[src/rtl/fifo_multi_ch_if.sv]
// Handshake/status bundle for fifo_multi_ch: per-channel push/pop, packed data,
// shared thresholds and per-channel flags.
interface fifo_multi_ch_if #(
  parameter int DATA_SIZE = 6,
  parameter int ADDR_SIZE = 2,
  parameter int NUM_CH    = 4
);
  localparam int CNT_W = ADDR_SIZE + 1;

  logic [NUM_CH-1:0]           push;
  logic [NUM_CH-1:0]           pop;
  logic [NUM_CH*DATA_SIZE-1:0] data_in;
  logic [CNT_W-1:0]            af_th;
  logic [CNT_W-1:0]            ae_th;
  logic [NUM_CH-1:0]           err_clr;
  logic [NUM_CH*DATA_SIZE-1:0] data_out;
  logic [NUM_CH-1:0]           valid_out;
  logic [NUM_CH*CNT_W-1:0]     count;
  logic [NUM_CH-1:0]           empty;
  logic [NUM_CH-1:0]           full;
  logic [NUM_CH-1:0]           almost_full;
  logic [NUM_CH-1:0]           almost_empty;
  logic [NUM_CH-1:0]           pause;
  logic [NUM_CH-1:0]           error;

  modport master (
    output push, pop, data_in, af_th, ae_th, err_clr,
    input  data_out, valid_out, count, empty, full, almost_full, almost_empty,
           pause, error
  );

  modport slave (
    input  push, pop, data_in, af_th, ae_th, err_clr,
    output data_out, valid_out, count, empty, full, almost_full, almost_empty,
           pause, error
  );
endinterface

[src/rtl/fifo_multi_ch.sv]
// NUM_CH independent FIFOs with occupancy flags, hysteretic pause and sticky
// error; one lane instance per channel, all sharing clock and thresholds.
module fifo_multi_ch_lane #(
  parameter int DATA_SIZE = 6,
  parameter int ADDR_SIZE = 2,
  parameter int CNT_W     = ADDR_SIZE + 1
) (
  input  logic                 i_clk,
  input  logic                 i_reset,
  input  logic                 i_push,
  input  logic                 i_pop,
  input  logic [DATA_SIZE-1:0] i_din,
  input  logic [CNT_W-1:0]     i_af_th,
  input  logic [CNT_W-1:0]     i_ae_th,
  input  logic                 i_err_clr,
  output logic [DATA_SIZE-1:0] o_dout,
  output logic                 o_vld,
  output logic [CNT_W-1:0]     o_count,
  output logic                 o_empty,
  output logic                 o_full,
  output logic                 o_af,
  output logic                 o_ae,
  output logic                 o_pause,
  output logic                 o_err
);
  localparam int DEPTH = 1 << ADDR_SIZE;

  logic [DATA_SIZE-1:0] r_mem [DEPTH];
  logic [ADDR_SIZE-1:0] r_wr_ptr, r_rd_ptr;
  logic [CNT_W-1:0]     r_count;
  logic [DATA_SIZE-1:0] r_dout;
  logic                 r_vld, r_pause, r_err;

  logic             w_empty, w_full, w_pop_ok, w_push_ok, w_err_ev;
  logic [CNT_W-1:0] w_next_count;
  logic             w_next_pause;

  assign w_empty   = (r_count == '0);
  assign w_full    = (r_count == CNT_W'(DEPTH));
  assign w_pop_ok  = i_pop && !w_empty;
  // A full queue still takes a push when a word leaves in the same cycle.
  assign w_push_ok = i_push && (!w_full || w_pop_ok);
  assign w_err_ev  = (i_push && w_full && !w_pop_ok) || (i_pop && w_empty);

  always_comb begin
    w_next_count = r_count;
    if (w_push_ok && !w_pop_ok)
      w_next_count = r_count + CNT_W'(1);
    else if (w_pop_ok && !w_push_ok)
      w_next_count = r_count - CNT_W'(1);
  end

  // Set beats clear so a misprogrammed af_th <= ae_th fails safe (paused).
  always_comb begin
    w_next_pause = r_pause;
    if (w_next_count >= i_af_th)
      w_next_pause = 1'b1;
    else if (w_next_count <= i_ae_th)
      w_next_pause = 1'b0;
  end

  always_ff @(posedge i_clk) begin
    if (w_push_ok)
      r_mem[r_wr_ptr] <= i_din;
  end

  always_ff @(posedge i_clk) begin
    if (i_reset) begin
      r_wr_ptr <= '0;
      r_rd_ptr <= '0;
      r_count  <= '0;
      r_dout   <= '0;
      r_vld    <= 1'b0;
      r_pause  <= 1'b0;
      r_err    <= 1'b0;
    end else begin
      r_count <= w_next_count;
      r_pause <= w_next_pause;
      r_vld   <= w_pop_ok;
      r_err   <= w_err_ev || (r_err && !i_err_clr);
      if (w_push_ok)
        r_wr_ptr <= r_wr_ptr + ADDR_SIZE'(1);
      if (w_pop_ok) begin
        r_rd_ptr <= r_rd_ptr + ADDR_SIZE'(1);
        r_dout   <= r_mem[r_rd_ptr];
      end
    end
  end

  assign o_dout  = r_dout;
  assign o_vld   = r_vld;
  assign o_count = r_count;
  assign o_empty = w_empty;
  assign o_full  = w_full;
  assign o_af    = (r_count >= i_af_th);
  assign o_ae    = !w_empty && (r_count <= i_ae_th);
  assign o_pause = r_pause;
  assign o_err   = r_err;
endmodule

module fifo_multi_ch #(
  parameter int DATA_SIZE = 6,
  parameter int ADDR_SIZE = 2,
  parameter int NUM_CH    = 4
) (
  input logic           i_clk,
  input logic           i_reset,
  fifo_multi_ch_if.slave bus
);
  localparam int CNT_W = ADDR_SIZE + 1;

  logic [NUM_CH-1:0][DATA_SIZE-1:0] w_din, w_dout;
  logic [NUM_CH-1:0][CNT_W-1:0]     w_count;

  assign w_din        = bus.data_in;
  assign bus.data_out = w_dout;
  assign bus.count    = w_count;

  for (genvar g = 0; g < NUM_CH; g++) begin : g_ch
    fifo_multi_ch_lane #(
      .DATA_SIZE (DATA_SIZE),
      .ADDR_SIZE (ADDR_SIZE),
      .CNT_W     (CNT_W)
    ) u_lane (
      .i_clk     (i_clk),
      .i_reset   (i_reset),
      .i_push    (bus.push[g]),
      .i_pop     (bus.pop[g]),
      .i_din     (w_din[g]),
      .i_af_th   (bus.af_th),
      .i_ae_th   (bus.ae_th),
      .i_err_clr (bus.err_clr[g]),
      .o_dout    (w_dout[g]),
      .o_vld     (bus.valid_out[g]),
      .o_count   (w_count[g]),
      .o_empty   (bus.empty[g]),
      .o_full    (bus.full[g]),
      .o_af      (bus.almost_full[g]),
      .o_ae      (bus.almost_empty[g]),
      .o_pause   (bus.pause[g]),
      .o_err     (bus.error[g])
    );
  end
endmodule
[src/flat_wrapper.sv]
// flat-port wrapper written by rule: the top's interface ports become plain ports
module fifo_multi_ch_flat 
#(
  parameter int DATA_SIZE = 6,
  parameter int ADDR_SIZE = 2,
  parameter int NUM_CH    = 4
)
  (i_clk, i_reset, bus_push, bus_pop, bus_data_in, bus_af_th, bus_ae_th, bus_err_clr, bus_data_out, bus_valid_out, bus_count, bus_empty, bus_full, bus_almost_full, bus_almost_empty, bus_pause, bus_error);
  fifo_multi_ch_if #(.DATA_SIZE(DATA_SIZE), .ADDR_SIZE(ADDR_SIZE), .NUM_CH(NUM_CH)) bus_i ();
  input logic i_clk;
  input logic i_reset;
  input wire logic [$bits(bus_i.push)-1:0] bus_push;
  input wire logic [$bits(bus_i.pop)-1:0] bus_pop;
  input wire logic [$bits(bus_i.data_in)-1:0] bus_data_in;
  input wire logic [$bits(bus_i.af_th)-1:0] bus_af_th;
  input wire logic [$bits(bus_i.ae_th)-1:0] bus_ae_th;
  input wire logic [$bits(bus_i.err_clr)-1:0] bus_err_clr;
  output wire logic [$bits(bus_i.data_out)-1:0] bus_data_out;
  output wire logic [$bits(bus_i.valid_out)-1:0] bus_valid_out;
  output wire logic [$bits(bus_i.count)-1:0] bus_count;
  output wire logic [$bits(bus_i.empty)-1:0] bus_empty;
  output wire logic [$bits(bus_i.full)-1:0] bus_full;
  output wire logic [$bits(bus_i.almost_full)-1:0] bus_almost_full;
  output wire logic [$bits(bus_i.almost_empty)-1:0] bus_almost_empty;
  output wire logic [$bits(bus_i.pause)-1:0] bus_pause;
  output wire logic [$bits(bus_i.error)-1:0] bus_error;
  assign bus_i.push = bus_push;
  assign bus_i.pop = bus_pop;
  assign bus_i.data_in = bus_data_in;
  assign bus_i.af_th = bus_af_th;
  assign bus_i.ae_th = bus_ae_th;
  assign bus_i.err_clr = bus_err_clr;
  assign bus_data_out = bus_i.data_out;
  assign bus_valid_out = bus_i.valid_out;
  assign bus_count = bus_i.count;
  assign bus_empty = bus_i.empty;
  assign bus_full = bus_i.full;
  assign bus_almost_full = bus_i.almost_full;
  assign bus_almost_empty = bus_i.almost_empty;
  assign bus_pause = bus_i.pause;
  assign bus_error = bus_i.error;
  fifo_multi_ch #(.DATA_SIZE(DATA_SIZE), .ADDR_SIZE(ADDR_SIZE), .NUM_CH(NUM_CH)) u_core (.i_clk(i_clk), .i_reset(i_reset), .bus(bus_i));
endmodule
[config.mk]
export PLATFORM = sky130hd
export DESIGN_NAME = fifo_multi_ch_flat
export DESIGN_NICKNAME = d
export VERILOG_FILES = /design/src/rtl/fifo_multi_ch_if.sv /design/src/rtl/fifo_multi_ch.sv /design/src/flat_wrapper.sv
export SDC_FILE = /design/constraint.sdc
export NUM_CORES = 1
export LEC_CHECK = 0
export CAP_MARGIN = 20
export CORE_MARGIN = 2
export CORE_UTILIZATION = 44
export DETAILED_ROUTE_END_ITERATION = 10
export DONT_BUFFER_PORTS = 1
export GPL_ROUTABILITY_DRIVEN = 0
export PLACE_DENSITY = 0.62
export SYNTH_ARGS = -nofsm -noshare
export SYNTH_HDL_FRONTEND = slang
export SYNTH_SLANG_ARGS = --single-unit
[constraint.sdc]
create_clock -name i_clk -period 7.05 [get_ports i_clk]
set_clock_uncertainty 0.2 [all_clocks]
set_input_delay 0.3525 -clock i_clk [delete_from_list [all_inputs] [get_ports i_clk]]
set_output_delay 0.3525 -clock i_clk [all_outputs]
set_load 0.01 [all_outputs]
Yosys cells after proc, flatten, opt, wreduce, memory -nomap -nowiden --
Memories as Yosys holds them, arrays and structs flattened. A register that Yosys moved wholly into a read port is not among the register bits. Index checks and enable logic that the tools add are counted.
Cells by class: $add $sub $neg 16, mux-type cells 24, reduce and logical (&&, ||, !) cells 76, eq/ne operators 4, $lt $le $gt $ge 16
Operator list (number):
- $logic_and A1 B1 Y1 | 36
- $ge A3 B3 Y1 | 8
- $le A3 B3 Y1 | 8
- $mux W3 | 8
- $logic_not A1 Y1 | 20
- $add A2 B1 Y2 const B | 8
- $mux W1 | 16
- $add A3 B1 Y3 const B | 4
- $eq A3 B3 Y1 const B | 4
- $logic_not A3 Y1 | 4
- $logic_or A1 B1 Y1 | 12
- $sub A3 B1 Y3 const B | 4
- $reduce_bool A2 Y1 | 4
Word-level totals: input bits 44, memories 4, bits in registers 40, output and inout bits 64, word-level logic and storage cells 164, memory bits (writable) 96
Memories:
- u_core.g_ch[0].u_lane.r_mem | depth 4, bits a word 6, read ports 1, clocked after Yosys merged registers in 1, write ports 1, line fifo_multi_ch.sv:28 | logic [DATA_SIZE-1:0] r_mem [DEPTH];
- u_core.g_ch[1].u_lane.r_mem | depth 4, bits a word 6, read ports 1, clocked after Yosys merged registers in 1, write ports 1, line fifo_multi_ch.sv:28
- u_core.g_ch[2].u_lane.r_mem | depth 4, bits a word 6, read ports 1, clocked after Yosys merged registers in 1, write ports 1, line fifo_multi_ch.sv:28
- u_core.g_ch[3].u_lane.r_mem | depth 4, bits a word 6, read ports 1, clocked after Yosys merged registers in 1, write ports 1, line fifo_multi_ch.sv:28

Longest topological paths before layout --
Gate-level depths: netlist of the first run.
depth in word-level cells 12, depth in mapped cells 12, gate-level depth less buffers 11

Modules after synthesis --
Synthesis of the first run repeated with hierarchy kept, for this count alone.
Second synthesis, totals: cell total of the unflattened synthesis 660, area total of the unflattened synthesis 7972.6 µm²
By module, submodules not included:
- fifo_multi_ch_lane | times used 4, area each 1993.2 µm², cells each 165, seq. area each 1041.0 µm²

Least setup slack after synthesis of the first run --
No wires, ideal clock.
kind register to register, start register u_core.g_ch[0].u_lane.r_count[0], end register u_core.g_ch[0].u_lane.r_pause, path buffers 1, setup slack 4451 ps, arrival 2264 ps, cell stages (with the launch flop) 13, clock period less this slack 2599 ps, required time 6715 ps, library setup time 135 ps, cell sequence dfxtp_1 -> inv_1 -> ha_1 -> nand2b_2 -> and2_4 -> buf_6 -> mux2i_1 -> xnor2_1 -> ha_1 -> nand2b_1 -> a21o_1 -> a21oi_1 -> o22ai_1
On the way: cells in the longest elaborated chain, start to end 11, elaborated cells on any way between the ends 19, those cells by class add/sub (2); order compare (2); eq/ne (1); mux (3); reduce/logical (11)
Ends and longest elaborated chain:
- from (decl) | line fifo_multi_ch.sv:30 | logic [CNT_W-1:0] r_count;
- from (signal assigned) | line fifo_multi_ch.sv:77 | r_count <= w_next_count;
- $logic_not A3 Y1 | line fifo_multi_ch.sv:38 | assign w_empty = (r_count == '0);
- $logic_not A1 Y1 | line fifo_multi_ch.sv:40 | assign w_pop_ok = i_pop && !w_empty;
- $logic_and A1 B1 Y1 | line fifo_multi_ch.sv:40
- $logic_or A1 B1 Y1 | line fifo_multi_ch.sv:42 | assign w_push_ok = i_push && (!w_full || w_pop_ok);
- $logic_and A1 B1 Y1 | line fifo_multi_ch.sv:42
- $logic_not A1 Y1 | line fifo_multi_ch.sv:49 | else if (w_pop_ok && !w_push_ok)
- $logic_and A1 B1 Y1 | line fifo_multi_ch.sv:49
- $mux W3 | line fifo_multi_ch.sv:49
- $mux W3 * | line fifo_multi_ch.sv:47 | if (w_push_ok && !w_pop_ok)
- $ge A3 B3 Y1 or $le A3 B3 Y1 (tied branches) | line fifo_multi_ch.sv:56, fifo_multi_ch.sv:58
- $mux W1 or $reduce_bool A2 Y1 (tied branches)
- to (signal assigned) | line fifo_multi_ch.sv:78 | r_pause <= w_next_pause;
- to (decl) | line fifo_multi_ch.sv:32 | logic r_vld, r_pause, r_err;
Mark *: on every way between the ends. The rest lies on a longest branch, timed or not. A chain may end at the register's enable or synchronous reset.

Worst setup path in the final report of the first run --
start register u_core.g_ch[1].u_lane.r_count[1], end register u_core.g_ch[1].u_lane.r_pause
On the way: cells in the longest elaborated chain, start to end 11, elaborated cells on any way between the ends 19, those cells by class add/sub (2); order compare (2); eq/ne (1); mux (3); reduce/logical (11)
Ends and longest elaborated chain:
- from (decl) | line fifo_multi_ch.sv:30
- from (signal assigned) | line fifo_multi_ch.sv:77
- $logic_not A3 Y1 | line fifo_multi_ch.sv:38
- $logic_not A1 Y1 | line fifo_multi_ch.sv:40
- $logic_and A1 B1 Y1 | line fifo_multi_ch.sv:40
- $logic_or A1 B1 Y1 | line fifo_multi_ch.sv:42
- $logic_and A1 B1 Y1 | line fifo_multi_ch.sv:42
- $logic_not A1 Y1 | line fifo_multi_ch.sv:49
- $logic_and A1 B1 Y1 | line fifo_multi_ch.sv:49
- $mux W3 | line fifo_multi_ch.sv:49
- $mux W3 * | line fifo_multi_ch.sv:47
- named net u_core.g_ch[1].u_lane.w_next_count[1] | line fifo_multi_ch.sv:35 | logic [CNT_W-1:0] w_next_count;
- $ge A3 B3 Y1 or $le A3 B3 Y1 (tied branches) | line fifo_multi_ch.sv:56, fifo_multi_ch.sv:58
- $mux W1 or $reduce_bool A2 Y1 (tied branches)
- to (signal assigned) | line fifo_multi_ch.sv:78
- to (decl) | line fifo_multi_ch.sv:32
The timed path passes the listed nets; every way through them passes the cells marked *.

==> flow_summary.yaml, run 1 <==
synth:
  synth_nets: 788
  async_flop_share_pct: 0
  yosys.area.top_type_share_pct: 36.0
  synth_flop_cell: "edfxtp_1"
  synthXorXnorAreaFrac_pct: 2.08
  synthCells: 668
  synth_top_family_by_area: "adder cells"
  synth.area.top_cells: "edfxtp_1 36%, dfxtp_1 16%, ha_1 12%"
  synth_mux_area_share_pct: 8.39
  synth_compound_area_share_pct: 8.21
  synthMostInstantiatedCell: "edfxtp_1"
  synth.avg_cell_area_um2: 12.0
  synth-seq-cells: 160
  yosys_warnings: 0
  synth_common_cells: "96 x edfxtp_1, 76 x ha_1, 64 x dfxtp_1, 49 x nand2_1, 44 x nor2_1"
  syn_area_mm2: 0.00801
  ys_types: 49
  synth-simple-area-share_pct: 11.7
  synth_edf_count: 96
  yosysSeqAreaShare_pct: 52.0
  synth_top_cell_by_area: "edfxtp_1"
  synthAdderAreaFrac_pct: 11.9
place:
  dp_hpwl_mm: 11.3
  place_ws_ns: 4.23
  port_buffers: 0
timing:
  slew_viol_final: 0
  fmax_mhz: 350
  rsz0062_at_grt: "no"
  setup_viol: 0
  worst_slew_pin_slew_ns: 0.548
  relSlewSlack_pct: 63.3
  fin_ws_ns: 4.20
  fin_crit_ns: 2.85
  setup-tns-final_ns: 0
  fin_crit_sh_pct: 40.5
  finalHoldViolations: 0
finish:
  area_growth_pct: 11.7
  drive_gt1_share_pct: 9.53
  antenna_cells: 0
  fin_nets: 789
grt:
  grt.overflow.total: 0
  grt_max_degree: 70
  antenna_found_initial: 0
  grt_pass1_vias: 4997
  grt_pass1_wl_mm: 26.3
  grt_usage_pct: 17.3
floorplan:
  die_h_um: 139
  core_mm2: 0.0179
  num_rows: 49
  die-area_mm2: 0.0193
  start_util_pct: 44.8
  die_x_um: 139
  io_pins: 108
power:
  powerDensity_mw_per_mm2: 376
  ir_worst_vdd_mv: 0.202
  leakage_nw: 3.48
job:
  cap_violations: 0
outcome:
  status: "completed"
detailed_routing:
  drtPass1Iterations: 5
  vias: 4883
  wire_per_inst_um: 17.8
  drcViolationCount: 0
  detail-route-antenna-nets: 0
  drt_wl_total_mm: 16.2
  vias_per_cell: 5.36
  drt_iter0_drc: 208
min_path:
  min_path_type: "in -> reg"
cts:
  htreeDepth: 4
  path_clk_slew_ns: 0.06
  cts-root-buf: "clkbuf_16"
  cts.sinks: 160
  cts_max_path_buffers: 2
  insertion_delay_ns: 0.42
  cts_tree: "done"
  numCtsBuffers: 17
  cts_setup_buffers: 0
setup_path:
  critical_path_arrival_ns: 2.94
  critPathKind: "reg -> reg"
  endpoint_kind: "register"
  start_kind: "register"
  critPathMaxFanout: 8
  required_ns: 7.14
power breakdown:
group | leakage (nW) | switching [W] | total [W] | internal [W]
clock network | 0.303 | 0.000386 | 0.000964 | 0.000578
logic | 1.77 | 0.000572 | 0.00107 | 0.000498
registers | 1.41 | 0.000197 | 0.00133 | 0.00113
kinds of logic after synthesis:
logic type	count (synthesis)
AOI/OAI and AO/OA	104
DFF	160
and+or+nand+nor	184
muxes	37
buffers and inverters	88
adders and majority gates	76
xor gates and xnor gates	19
state kept, by name, indices dropped and copies added, names as in the netlist:
signal                       count
u_core.g_ch.u_lane.o_err         4
u_core.g_ch.u_lane.r_mem        96
u_core.g_ch.u_lane.o_pause       4
u_core.g_ch.u_lane.r_rd_ptr      8
u_core.g_ch.u_lane.r_wr_ptr      8
u_core.g_ch.u_lane.o_count      12
u_core.g_ch.u_lane.o_vld         4
u_core.g_ch.u_lane.o_dout       24
cells in the final DEF, fill, tap and decap left out, drive strengths merged, types with 2 or more instances in the layout:
master        n
edfxtp       96
ha           76
dfxtp        64
nand2        49
nor2         44
a21oi        43
inv          40
dlygate4sd3  34
mux4         24
clkbuf       22
nor2b        20
and2         20
nand2b       17
nand3        16
a21o         16
o21ai        14
xnor2        14
mux2i        12
nand3b        9
xor2          5
o211ai        4
o22ai         4
a21boi        4
a211o         3
a221oi        3
or2b          3
a311oi        2
a2bb2oi       2
or3b          2
o221ai        2
bufinv        2
clkinv        2
a31oi         2
through the flow:
stage                     hold slack, ns  power [W]  util [%]  std cells  instance area, µm²
after floorplan                    0.250    0.00225         -        668                8010
after global placement             0.229    0.00233      44.5        844                7960
after detailed placement           0.237    0.00240      44.5        844                7960
after CTS                        0.00197    0.00340      50.0        911                8950
after global routing              0.0147    0.00360      50.0        911                8950
final                             0.0208    0.00336      50.0        911                8950
layer usage:
layer	GRT usage, %	share of wire [%]	up-vias
met5	0	0	-
met4	5.79	1.5	0
met3	5.08	5.1	14
met2	29.5	50	97
met1	21.0	43	2408
li1	-	-	2364
area by class of cell:
class | count | area, µm²
well taps | 229 | 287
repair buffers | 35 | 368
inverters | 35 | 131
clock buffers | 22 | 497
clock inverters | 10 | 119
flip-flops and latches | 160 | 4160
multi-input cells | 420 | 3380
fillers | 1569 | 8950
path summary, 6_finish.rpt:
path	startpoint	endpoint	slack (ns)	depth (start not counted)
hold / removal	bus_push[0]	u_core.g_ch[0].u_lane.o_count[2]	0.02	2
setup / recovery	u_core.g_ch[1].u_lane.o_count[1]	u_core.g_ch[1].u_lane.o_pause	4.20	10
hold reg to reg	u_core.g_ch[1].u_lane.o_dout[3]	u_core.g_ch[1].u_lane.o_dout[3]	0.30	2
setup reg to reg	u_core.g_ch[1].u_lane.o_count[1]	u_core.g_ch[1].u_lane.o_pause	4.20	10
repair_timing:
action,in CTS,in global routing
hold buffers,35,0
setup endpoints to repair,0,0
endpoints found under the hold margin,160,0
gates resized for setup,0,0
worst max-delay path, stage by stage, from the launching register on:
cell	delay, ns
dfxtp_1	0.56
inv_1	0.14
ha_1	0.29
or3b_2	0.51
o21ai_0	0.09
a211o_1	0.14
nand2_1	0.09
ha_1	0.30
a21o_1	0.17
a21oi_1	0.15
o22ai_1	0.09
(Power assumes the default switching activity.)
==> inputs of run 2 (changes only) <==
==> constraint.sdc (replaced) <==
create_clock -name i_clk -period 2.8 [get_ports i_clk]
set_clock_uncertainty 0.2 [all_clocks]
set_input_delay 0.14 -clock i_clk [delete_from_list [all_inputs] [get_ports i_clk]]
set_output_delay 0.14 -clock i_clk [all_outputs]
set_load 0.01 [all_outputs]
==> run 2 against run 1 <==
Net effect: hold slack better by 0.0013 ns; global-route usage up 0.20 points; via count up 2.7%; clock power rose to 2.5 times the previous value; maximum frequency up 9.5%; largest cell class unchanged.
==> flow_summary.yaml, run 2 (synthesis gave the netlist of run 1 again) <==
outcome:
  status: "completed"
timing:
  fin_crit_ns: 2.61
  fmax_mhz: 384
  setup-tns-final_ns: 0
  worst_slew_pin_slew_ns: 0.512
  rsz0062_at_grt: "no"
  whs_ns: 0.0221
  relSlewSlack_pct: 65.8
  finalHoldViolations: 0
  slew_viol_final: 0
  setup_viol: 0
  fin_crit_sh_pct: 93.1
detailed_routing:
  drt_wl_total_mm: 16.3
  top_layer: "met4"
  vias: 5015
  drt_iter0_drc: 208
  drtPass1Iterations: 4
  vias_per_cell: 5.36
  met3_wirelength_mm: 1.03
  wl_met2_mm: 8.16
  detail-route-antenna-nets: 0
  wirelength_met1_mm: 6.86
  drcViolationCount: 0
  wire_per_inst_um: 17.4
finish:
  regMostFlops: "u_core.g_ch.u_lane.r_mem"
  drive_gt1_share_pct: 11.7
  fin_nets: 814
  antenna_cells: 0
  largest_register_ffs: 96
  final_common_cell: "edfxtp_1"
  area_growth_pct: 14.5
  finalNonFillerCells: 936
  layout_common_cells: "96 x edfxtp_1, 75 x ha_1, 64 x dfxtp_1"
floorplan:
  start_util_pct: 44.8
  num_rows: 49
  core_mm2: 0.0179
  die_h_um: 139
  die-area_mm2: 0.0193
  io_pins: 108
  die_x_um: 139
min_path:
  min_from: "bus_push[0]"
  whs_path_depth: 3
  min_delay_worst_endpoint: "u_core.g_ch[0].u_lane.o_count[2]"
  min_path_type: "in -> reg"
place:
  dp_hpwl_mm: 11.3
  port_buffers: 0
  placed_cells: 860
grt:
  grt_pass1_wl_mm: 26.6
  antenna_found_initial: 0
  grt_pass1_vias: 5154
  grt_max_degree: 70
  grt.overflow.total: 0
  grt_usage_pct: 17.5
cts:
  numCtsBuffers: 17
  cts_max_path_buffers: 2
  cts.sinks: 160
  cts_tree: "done"
  cts-root-buf: "clkbuf_16"
  htreeDepth: 4
  path_clk_slew_ns: 0.06
  insertion_delay_ns: 0.42
power:
  leakage_nw: 3.59
  ir_worst_vdd_mv: 0.493
  powerDensity_mw_per_mm2: 946
setup_path:
  endpoint_kind: "register"
  required_ns: 2.89
  critPathMaxFanout: 9
  r2r_start: "u_core.g_ch[0].u_lane.o_count[0]"
  critPathKind: "reg -> reg"
  start_kind: "register"
  r2r_slack_ns: 0.19
  rr_endpoint: "u_core.g_ch[0].u_lane.o_pause"
  rr_worst_depth: 11
  critical_path_arrival_ns: 2.70
job:
  cap_violations: 0
==> run 2: cell types whose count changed in the layout (fill, tap and decap cells not counted), sizes merged <==
| cell | previous run | this run |
|---|---|---|
| dlygate4sd3 | 34 | 43 |
| bufinv | 2 | 4 |
| clkinvlp | 1 | 3 |
| inv | 40 | 37 |
| clkinv | 2 | 4 |
| buf | 1 | 17 |
| clkbuf | 22 | 19 |
==> run 2: worst max-delay path, cell delays in order (launching register included) <==
cell	delay (ns)
dfxtp_1	0.36
inv_1	0.10
ha_2	0.26
nand2b_2	0.10
and2_4	0.20
mux2i_1	0.23
xnor2_1	0.20
ha_1	0.27
nand2b_1	0.15
a21o_1	0.18
a21oi_1	0.13
o22ai_1	0.09
==> run 2: worst max-delay path by stage <==
stage	start	to	slack (ns)	cells after the start
final	u_core.g_ch[0].u_lane.o_count[0]	u_core.g_ch[0].u_lane.o_pause	0.19	11
after global routing	u_core.g_ch[1].u_lane.o_count[0]	u_core.g_ch[1].u_lane.o_pause	0.006	10
after CTS	u_core.g_ch[0].u_lane.o_count[0]	u_core.g_ch[0].u_lane.o_pause	0.09	11
after detailed placement	u_core.g_ch[0].u_lane.o_count[0]	u_core.g_ch[0].u_lane.o_pause	0.13	11
after global placement	u_core.g_ch[0].u_lane.o_count[0]	u_core.g_ch[0].u_lane.o_pause	0.24	11
after floorplan	u_core.g_ch[0].u_lane.o_count[0]	u_core.g_ch[0].u_lane.o_pause	0.20	12
==> run 2: repair_timing <==
action | 4_1_cts | 5_1_grt
buffers inserted | 0 | 0
hold endpoints to repair | 160 | 0
hold buffers | 44 | 0
setup endpoints to repair | 0 | 3
resized for setup | 0 | 3
==> run 2: metrics by stage <==
stage | setup WS (ns) | total power [W] | utilization [%] | instance area (µm²)
CTS | 0.0902 | 0.00877 | 51.2 | 9160
global placement | 0.237 | 0.00603 | 45.2 | 8080
finish | 0.194 | 0.00868 | 51.2 | 9170
floorplan | 0.201 | 0.00567 | - | 8010
detailed placement | 0.128 | 0.00618 | 45.2 | 8080
global route | 0.00594 | 0.00929 | 51.2 | 9170
==> run 2: final cells by class <==
cell class,instances,area (µm²)
clock buffers,19,433
multi-input cells,420,3390
fillers,1544,8730
flip-flops and latches,160,4160
clock inverters,13,186
repair buffers,60,578
inverters,35,131
well taps,229,287
==> run 2: layer usage <==
layer / vias up / global-route usage [%]
li1: 2415 / -
met1: 2452 / 20.7
met3: 33 / 5.66
met4: 0 / 5.85
met2: 115 / 30.0
met5: - / 0
==> run 2: where the power goes <==
group          switching [W]  internal, W
clock network       0.000951      0.00150
registers           0.000365      0.00285
logic                0.00161      0.00141
total                0.00293      0.00575
